[src/rtl/mul_add_acc_pkg.sv]
// rtl/mul_add_acc_pkg.sv - width helpers and saturation limits for mul_add_acc
package mul_add_acc_pkg;

  localparam int MAX_ACC_SIZE = 64;

  // Exact width of one beat sum: full product, signed guard bit, log2(NCH) growth.
  function automatic int beat_width(input int asize, input int bsize, input int nch);
    return asize + bsize + $clog2(nch) + 1;
  endfunction

  function automatic int min_acc_size(input int asize, input int bsize, input int nch);
    return beat_width(asize, bsize, nch);
  endfunction

  function automatic logic [MAX_ACC_SIZE-1:0] sat_pos(input int acc_size);
    return (64'd1 << (acc_size - 1)) - 64'd1;
  endfunction

  function automatic logic [MAX_ACC_SIZE-1:0] sat_neg(input int acc_size);
    return ~sat_pos(acc_size);
  endfunction

endpackage

[src/rtl/mul_add_tree.sv]
// rtl/mul_add_tree.sv - NCH multipliers (stage 1) and signed add/sub reduction (stage 2)
module mul_add_tree
  import mul_add_acc_pkg::*;
#(
  parameter int ASIZE    = 16,
  parameter int BSIZE    = 16,
  parameter int A_SIGNED = 1,
  parameter int B_SIGNED = 1,
  parameter int NCH      = 4
) (
  input  logic                                         clk,
  input  logic                                         rst,
  input  logic                                         ce,
  input  logic                                         in_valid,
  input  logic                                         in_last,
  input  logic [NCH*ASIZE-1:0]                         a,
  input  logic [NCH*BSIZE-1:0]                         b,
  input  logic [NCH-1:0]                               sub,
  output logic                                         tree_valid,
  output logic                                         tree_last,
  output logic signed [beat_width(ASIZE, BSIZE, NCH)-1:0] tree_sum
);

  localparam int PW = ASIZE + BSIZE + 1;
  localparam int BW = beat_width(ASIZE, BSIZE, NCH);

  // The true product always fits PW signed bits, so a PW x PW truncated multiply is exact.
  function automatic logic signed [PW-1:0] ext_mul(input logic [ASIZE-1:0] av,
                                                    input logic [BSIZE-1:0] bv);
    logic signed [PW-1:0] ax;
    logic signed [PW-1:0] bx;
    ax = (A_SIGNED != 0) ? PW'($signed(av)) : PW'(av);
    bx = (B_SIGNED != 0) ? PW'($signed(bv)) : PW'(bv);
    return ax * bx;
  endfunction

  logic signed [PW-1:0] prod_d [NCH];
  logic signed [PW-1:0] prod_q [NCH];
  logic [NCH-1:0]       sub_q;
  logic                 valid1_q;
  logic                 last1_q;
  logic signed [BW-1:0] sum_d;

  always_comb begin
    for (int i = 0; i < NCH; i++) begin
      prod_d[i] = ext_mul(a[i*ASIZE +: ASIZE], b[i*BSIZE +: BSIZE]);
    end
  end

  always_ff @(posedge clk or posedge rst) begin
    if (rst) begin
      valid1_q <= 1'b0;
      last1_q  <= 1'b0;
      sub_q    <= '0;
      for (int i = 0; i < NCH; i++) prod_q[i] <= '0;
    end else if (ce) begin
      valid1_q <= in_valid;
      last1_q  <= in_valid & in_last;
      sub_q    <= sub;
      for (int i = 0; i < NCH; i++) prod_q[i] <= prod_d[i];
    end
  end

  always_comb begin
    sum_d = '0;
    for (int i = 0; i < NCH; i++) begin
      if (sub_q[i]) sum_d = sum_d - BW'(prod_q[i]);
      else          sum_d = sum_d + BW'(prod_q[i]);
    end
  end

  always_ff @(posedge clk or posedge rst) begin
    if (rst) begin
      tree_valid <= 1'b0;
      tree_last  <= 1'b0;
      tree_sum   <= '0;
    end else if (ce) begin
      tree_valid <= valid1_q;
      tree_last  <= last1_q;
      tree_sum   <= sum_d;
    end
  end

endmodule

[src/rtl/mul_add_acc.sv]
// rtl/mul_add_acc.sv - N-channel multiply-accumulate with packet accumulation
// Optional MUL_ADD_ACC_SAT_EN: clamp accumulator on overflow instead of wrapping.
module mul_add_acc
  import mul_add_acc_pkg::*;
#(
  parameter int ASIZE    = 16,
  parameter int BSIZE    = 16,
  parameter int A_SIGNED = 1,
  parameter int B_SIGNED = 1,
  parameter int NCH      = 4,
  parameter int ACC_SIZE = 40
) (
  input  logic                       clk,
  input  logic                       rst,
  input  logic                       ce,
  input  logic                       in_valid,
  input  logic                       in_last,
  input  logic [NCH*ASIZE-1:0]       a,
  input  logic [NCH*BSIZE-1:0]       b,
  input  logic [NCH-1:0]             sub,
  output logic                       out_valid,
  output logic signed [ACC_SIZE-1:0] out_p,
  output logic                       out_ovf
);

  localparam int BW = beat_width(ASIZE, BSIZE, NCH);
  localparam int AW = ACC_SIZE + 1;
  localparam logic [ACC_SIZE-1:0] SAT_POS = ACC_SIZE'(sat_pos(ACC_SIZE));
  localparam logic [ACC_SIZE-1:0] SAT_NEG = ACC_SIZE'(sat_neg(ACC_SIZE));

  if (ACC_SIZE < min_acc_size(ASIZE, BSIZE, NCH) || ACC_SIZE > MAX_ACC_SIZE) begin : g_bad_acc_size
    $error("mul_add_acc: ACC_SIZE out of range for ASIZE/BSIZE/NCH");
  end

  logic                       tree_valid;
  logic                       tree_last;
  logic signed [BW-1:0]       tree_sum;
  logic signed [ACC_SIZE-1:0] acc_q;
  logic signed [ACC_SIZE-1:0] acc_d;
  logic                       first_q;
  logic                       ovf_q;
  logic                       ovf_d;
  logic                       ovf_now;
  logic signed [AW-1:0]       sum_w;

  mul_add_tree #(
    .ASIZE   (ASIZE),
    .BSIZE   (BSIZE),
    .A_SIGNED(A_SIGNED),
    .B_SIGNED(B_SIGNED),
    .NCH     (NCH)
  ) u_tree (
    .clk       (clk),
    .rst       (rst),
    .ce        (ce),
    .in_valid  (in_valid),
    .in_last   (in_last),
    .a         (a),
    .b         (b),
    .sub       (sub),
    .tree_valid(tree_valid),
    .tree_last (tree_last),
    .tree_sum  (tree_sum)
  );

  // A first beat loads rather than adds, so it can never overflow.
  always_comb begin
    sum_w   = (first_q ? '0 : AW'(acc_q)) + AW'(tree_sum);
    ovf_now = sum_w[AW-1] ^ sum_w[AW-2];
    ovf_d   = ovf_now | (~first_q & ovf_q);
    acc_d   = sum_w[ACC_SIZE-1:0];
`ifdef MUL_ADD_ACC_SAT_EN
    if (ovf_now) acc_d = sum_w[AW-1] ? SAT_NEG : SAT_POS;
    else         acc_d = sum_w[ACC_SIZE-1:0];
`else
    acc_d   = sum_w[ACC_SIZE-1:0];
`endif
  end

  always_ff @(posedge clk or posedge rst) begin
    if (rst) begin
      acc_q     <= '0;
      first_q   <= 1'b1;
      ovf_q     <= 1'b0;
      out_valid <= 1'b0;
      out_p     <= '0;
      out_ovf   <= 1'b0;
    end else if (ce) begin
      out_valid <= tree_valid & tree_last;
      if (tree_valid) begin
        acc_q   <= acc_d;
        ovf_q   <= ovf_d;
        first_q <= tree_last;
        if (tree_last) begin
          out_p   <= acc_d;
          out_ovf <= ovf_d;
        end
      end
    end
  end

endmodule

[config.mk]
export PLATFORM = sky130hd
export DESIGN_NAME = mul_add_acc
export DESIGN_NICKNAME = d
export VERILOG_FILES = /design/src/rtl/mul_add_acc_pkg.sv /design/src/rtl/mul_add_tree.sv /design/src/rtl/mul_add_acc.sv
export SDC_FILE = /design/constraint.sdc
export NUM_CORES = 2
export LEC_CHECK = 0
export ABC_AREA = 1
export CAP_MARGIN = 20
export CORE_ASPECT_RATIO = 0.5
export CORE_MARGIN = 1.5
export CORE_UTILIZATION = 45
export CTS_BUF_LIST = sky130_fd_sc_hd__clkbuf_16
export DETAILED_ROUTE_END_ITERATION = 6
export HOLD_SLACK_MARGIN = 0.1
export PLACE_DENSITY = 0.59
export SLEW_MARGIN = 10
export SYNTH_ARGS = -nofsm -noshare
export SYNTH_HDL_FRONTEND = slang
export SYNTH_HIERARCHICAL = 1
export SYNTH_SLANG_ARGS = --single-unit
[constraint.sdc]
create_clock -name clk -period 21.3 [get_ports clk]
set_clock_uncertainty 0.1 [all_clocks]
set_input_delay 6.39 -clock clk [delete_from_list [all_inputs] [get_ports clk]]
set_output_delay 6.39 -clock clk [all_outputs]
set_load 0.1 [all_outputs]
# Yosys cells after proc, flatten, opt, wreduce, memory -nomap -nowiden
# Index checks and enable logic that the tools add are counted.
word_totals:
  out_inout_bits: 42
  elab_cells: 41
  register_bits: 255
op_classes:
  n_mul: 4
  n_bitwise: 6
  reduce_logical: 2
  addsub: 8
  n_mux: 5
ops:
  columns: ["operator", "n"]
  rows:
  - ["2-to-1 mux 35 bit", 4]
  - ["multiplier 16 x 16 -> 32 bit", 4]
  - ["adder 35 x 32 -> 35 bit", 3]
  - ["subtractor 35 x 32 -> 35 bit", 3]
  - ["adder 41 bit", 1]
  - ["2-to-1 mux 41 bit", 1]
  - ["subtractor 1 x 32 -> 33 bit, first input constant", 1]
  - ["bitwise AND 1 bit", 3]
  - ["AND reduction 3 bit", 1]
  - ["AND reduction 2 bit", 1]
  - ["inverter 1 bit", 1]
  - ["bitwise OR 1 bit", 1]
  - ["XOR 1 bit", 1]

# Logic depth before layout (Yosys ltp)
logic_depth:
  depth_word: 8
  ltp_mapped: 47

# Modules after synthesis
# The synthesis kept the hierarchy.
modules_own_cells:
  columns: ["mod", "cells_each", "n_inst", "area_per_inst_um2"]
  rows:
  - ["mul_add_tree", 7123, 1, 55004.0]
  - ["mul_add_acc", 930, 1, 6211.0]

# Least setup slack after synthesis
# OpenSTA, ideal clock, no wires.
synth_path:
  path_type: "input port to flip-flop"
  startpoint: "input port b[19]"
  endpoint: "register u_tree/prod_q[95] (netlist name)"
  cell_stages: 23
  arrival_time_ns: 11.838
  setup_slack_ns: 9.231
  path_cell_list: "clkbuf_1 clkbuf_1 nand2_1 inv_1 fa_1 fa_1 inv_1 fa_1 fa_1 fa_1 fa_1 inv_1 ha_1 nand2_1 nor4_1 nand3_1 nand3_1 nand3_1 nand2_1 a31oi_1 or2_0 nand3_1 o21ai_1"
synth_between:
  elab_chain_cells: 1
synth_rtl:
  columns: ["element", "line", "text"]
  rows:
  - ["start: declaration", "mul_add_acc.sv:19", "input logic [NCH*BSIZE-1:0] b,"]
  - ["multiplier 16 x 16 -> 32 bit", "mul_add_tree.sv:34", "return ax * bx;"]
  - ["end: declaration", "mul_add_tree.sv:38", "logic signed [PW-1:0] prod_q [NCH];"]
# Every way passes these cells.
# A chain may end at the register's enable or synchronous reset.

# Final worst setup path
layout_path:
  startpoint: "input port b[33]"
  endpoint: "register u_tree/prod_q[63] (netlist name)"
# The elaborated chain is that of the path after synthesis.

==> results.json <==
{
  "min_period_over_period_pct": 60.60,
  "insertion_delay_ps": 630,
  "crit_fanout": 16,
  "ys_top_cells_by_area": "fa_1, inv_1, nand2_1",
  "syn_to_final_growth_pct": 6.665,
  "firstDrtPassIters": 6,
  "synth_edf_count": 0,
  "synth.avg_cell_area_um2": 7.602,
  "async_flop_share_pct": 100.0,
  "synth_area_um2": 61210,
  "postRouteWirelength_um": 157800,
  "hp-class": "reg -> reg",
  "place_congestion": 0.9539,
  "worst_slew_pin_slew_ps": 1030,
  "ys_ff_latch": 255,
  "rsz0062_at_grt": "no",
  "synth_mux_area_share_pct": 0,
  "initial_core_util_pct": 45.45,
  "vias_per_cell": 5.008,
  "post-cts-setup-buffer-count": 0,
  "maxSlewViolCount": 0,
  "critPathCaptureType": "flop",
  "antenna_found_initial": 0,
  "r2r_slack_ps": 13270,
  "coreArea_um2": 134700,
  "cp.arrival_ps": 13250,
  "synth_top_area_cell": "fa_1",
  "grt_max_degree": 85,
  "num_vias": 49230,
  "fillCellCount": 13619,
  "yosysWarningCount": 6,
  "multiInputGateArea_um2": 46380,
  "die_x_um": 524.6,
  "fmax_mhz": 77.48,
  "diodes": 0,
  "synth_compound_area_share_pct": 7.849,
  "numClockSinks": 255,
  "synth_ff_type": "dfrtp_1",
  "path_class": "in -> reg",
  "hold_slack_ps": 379.1,
  "cts_hold_buffers": 0,
  "ys_types": 69,
  "synth_top_area_share_pct": 34.40,
  "critPathRequiredTime_ps": 21650,
  "cts_buffer_depth": 3,
  "clockRootBuffer": "clkbuf_16",
  "yosysSeqAreaShare_pct": 10.43,
  "period_minus_slack_ps": 12910,
  "drive_gt1_share_pct": 3.646,
  "setup_viol": 0,
  "nets": 9679,
  "finalSetupTns_ps": 0,
  "cts_made_buffers": 28,
  "cts.repair.resized": 0,
  "synth_simple_gate_area_share_pct": 19.56,
  "drv_cap": 0,
  "drt-initial-drc-count": 3297,
  "synth_xor_area_share_pct": 4.262,
  "antenna_left": 0,
  "overflow": 0,
  "grt_pass1_wl_um": 264300,
  "synth_fa_ha_area_share_pct": 44.09,
  "grt.total_usage_pct": 23.40,
  "slew_headroom_pct": 30.60,
  "ioPinCount": 179,
  "synthesis.nets": 9716,
  "regArea_um2": 6382,
  "dieArea_um2": 138400,
  "synthCells": 8053,
  "rows": 95,
  "die_y_um": 263.8,
  "cts_tree": "done",
  "hold_viol_final": 0,
  "htree_levels": 1,
  "outcome": "completed",
  "drc": 0,
  "wire_per_inst_um": 16.05,
  "numPortBuffers": 178,
  "grt_pass1_vias": 50514,
  "synth_top_family_by_area": "adder cells",
  "crit_path_start_kind": "input port",
  "dp_hpwl_um": 133400,
  "path_clk_slew_ps": 60
}
[stage by stage]
stage               util (%)  instances  instance area [um^2]  setup slack, ps
floorplan                  -       8053                 61220             9231
global placement       47.80       9780                 64370             7887
detailed placement     47.80       9780                 64370             7905
CTS                    48.48       9830                 65300             8517
global route           48.48       9830                 65300             7953
finish                 48.48       9830                 65300             8393
[registers in the layout, summed over array words and instances, names as in the netlist]
| signal | cells |
|---|---|
| u_tree/last1_q | 1 |
| out_valid | 1 |
| out_p | 40 |
| u_tree/valid1_q | 1 |
| u_tree/tree_last | 1 |
| first_q | 1 |
| u_tree/tree_valid | 1 |
| u_tree/sub_q | 4 |
| ovf_q | 1 |
| acc_q | 40 |
| u_tree/prod_q | 128 |
| out_ovf | 1 |
| u_tree/tree_sum | 35 |
[cells in the mapped netlist, types with 96 or more instances]
cell and instances:
xnor2_1 118, o21ai_0 247, a21oi_1 296, ha_1 474
xor2_1 178, clkbuf_1 248, inv_1 1954, nor2_1 417
nand3_1 216, nand2_1 1944, fa_1 1052, dfrtp_1 254
or2_2 96
[metal layers]
| layer | up-vias | track usage (%) | share of wire, % |
|---|---|---|---|
| met5 | - | 0 | 0 |
| met4 | 0 | 3.585 | 1.4 |
| met3 | 122 | 2.471 | 5.1 |
| met2 | 1011 | 37.72 | 45 |
| met1 | 24155 | 34.54 | 48 |
| li1 | 23942 | - | - |
[layout make-up]
cell class,instances,share of cell area [%]
repair buffers,195,2.926
flip-flops and latches,255,9.775
clock buffers,28,1.073
well taps,1794,3.438
multi-input cells,5552,71.03
clock inverters,22,0.3373
inverters,1984,11.42
[layout by cell type, fill, tap and decap left out, types with 7 or more instances in the layout]
| cell | count |
|---|---|
| inv_1 | 1954 |
| nand2_1 | 1943 |
| fa_1 | 1052 |
| ha_1 | 474 |
| nor2_1 | 417 |
| a21oi_1 | 296 |
| dfrtp_1 | 254 |
| o21ai_0 | 247 |
| nand3_1 | 216 |
| xor2_1 | 178 |
| clkdlybuf4s50_1 | 177 |
| xnor2_1 | 118 |
| or2_2 | 96 |
| o21ai_1 | 74 |
| a31oi_1 | 58 |
| nor3_1 | 47 |
| nand4_1 | 43 |
| inv_2 | 29 |
| clkbuf_16 | 28 |
| a21o_1 | 24 |
| nor4_1 | 23 |
| o21bai_1 | 21 |
| or2_1 | 20 |
| o31ai_1 | 19 |
| nand2_2 | 17 |
| buf_4 | 17 |
| nor2_2 | 16 |
| o21a_1 | 16 |
| o211ai_1 | 16 |
| a21oi_2 | 14 |
| nand3_2 | 11 |
| o21ai_2 | 11 |
| o22ai_1 | 11 |
| clkinv_2 | 7 |
[worst max-delay path, stage by stage]
cell	delay, ps
clkdlybuf4s50_1	810
nand2_1	300
inv_1	110
fa_1	690
inv_1	140
fa_1	520
fa_1	450
fa_1	510
fa_1	490
inv_1	50
fa_1	430
ha_1	400
nand2_1	130
nor4_1	640
nand4_1	340
nand3_1	280
nand2_1	80
o211ai_1	140
a21oi_1	120
xor2_1	160
o21ai_1	70
[kinds of logic after synthesis]
| kind of cell | Yosys count |
|---|---|
| AOI/OAI and AO/OA | 844 |
| xor gates and xnor gates | 297 |
| adders and majority gates | 1526 |
| buffers and inverters | 2246 |
| DFF | 255 |
| and+or+nand+nor | 2885 |
[worst paths after layout]
| kind | cells after the start | endpoint | from |
|---|---|---|---|
| max in group asynchronous | 4 | u_tree/prod_q[69] | rst |
| hold reg to reg | 2 | out_p[33] | out_p[33] |
| hold / removal | 2 | out_p[33] | out_p[33] |
| min in group asynchronous | 2 | u_tree/tree_sum[34] | rst |
| setup reg to reg | 38 | u_tree/tree_sum[34] | u_tree/sub_q[1] |
| setup / recovery | 21 | u_tree/prod_q[63] | b[33] |
Power is left out: the tool's default activity adds up to more than one toggle a clock period on the data nets, which glitch-free logic cannot reach.
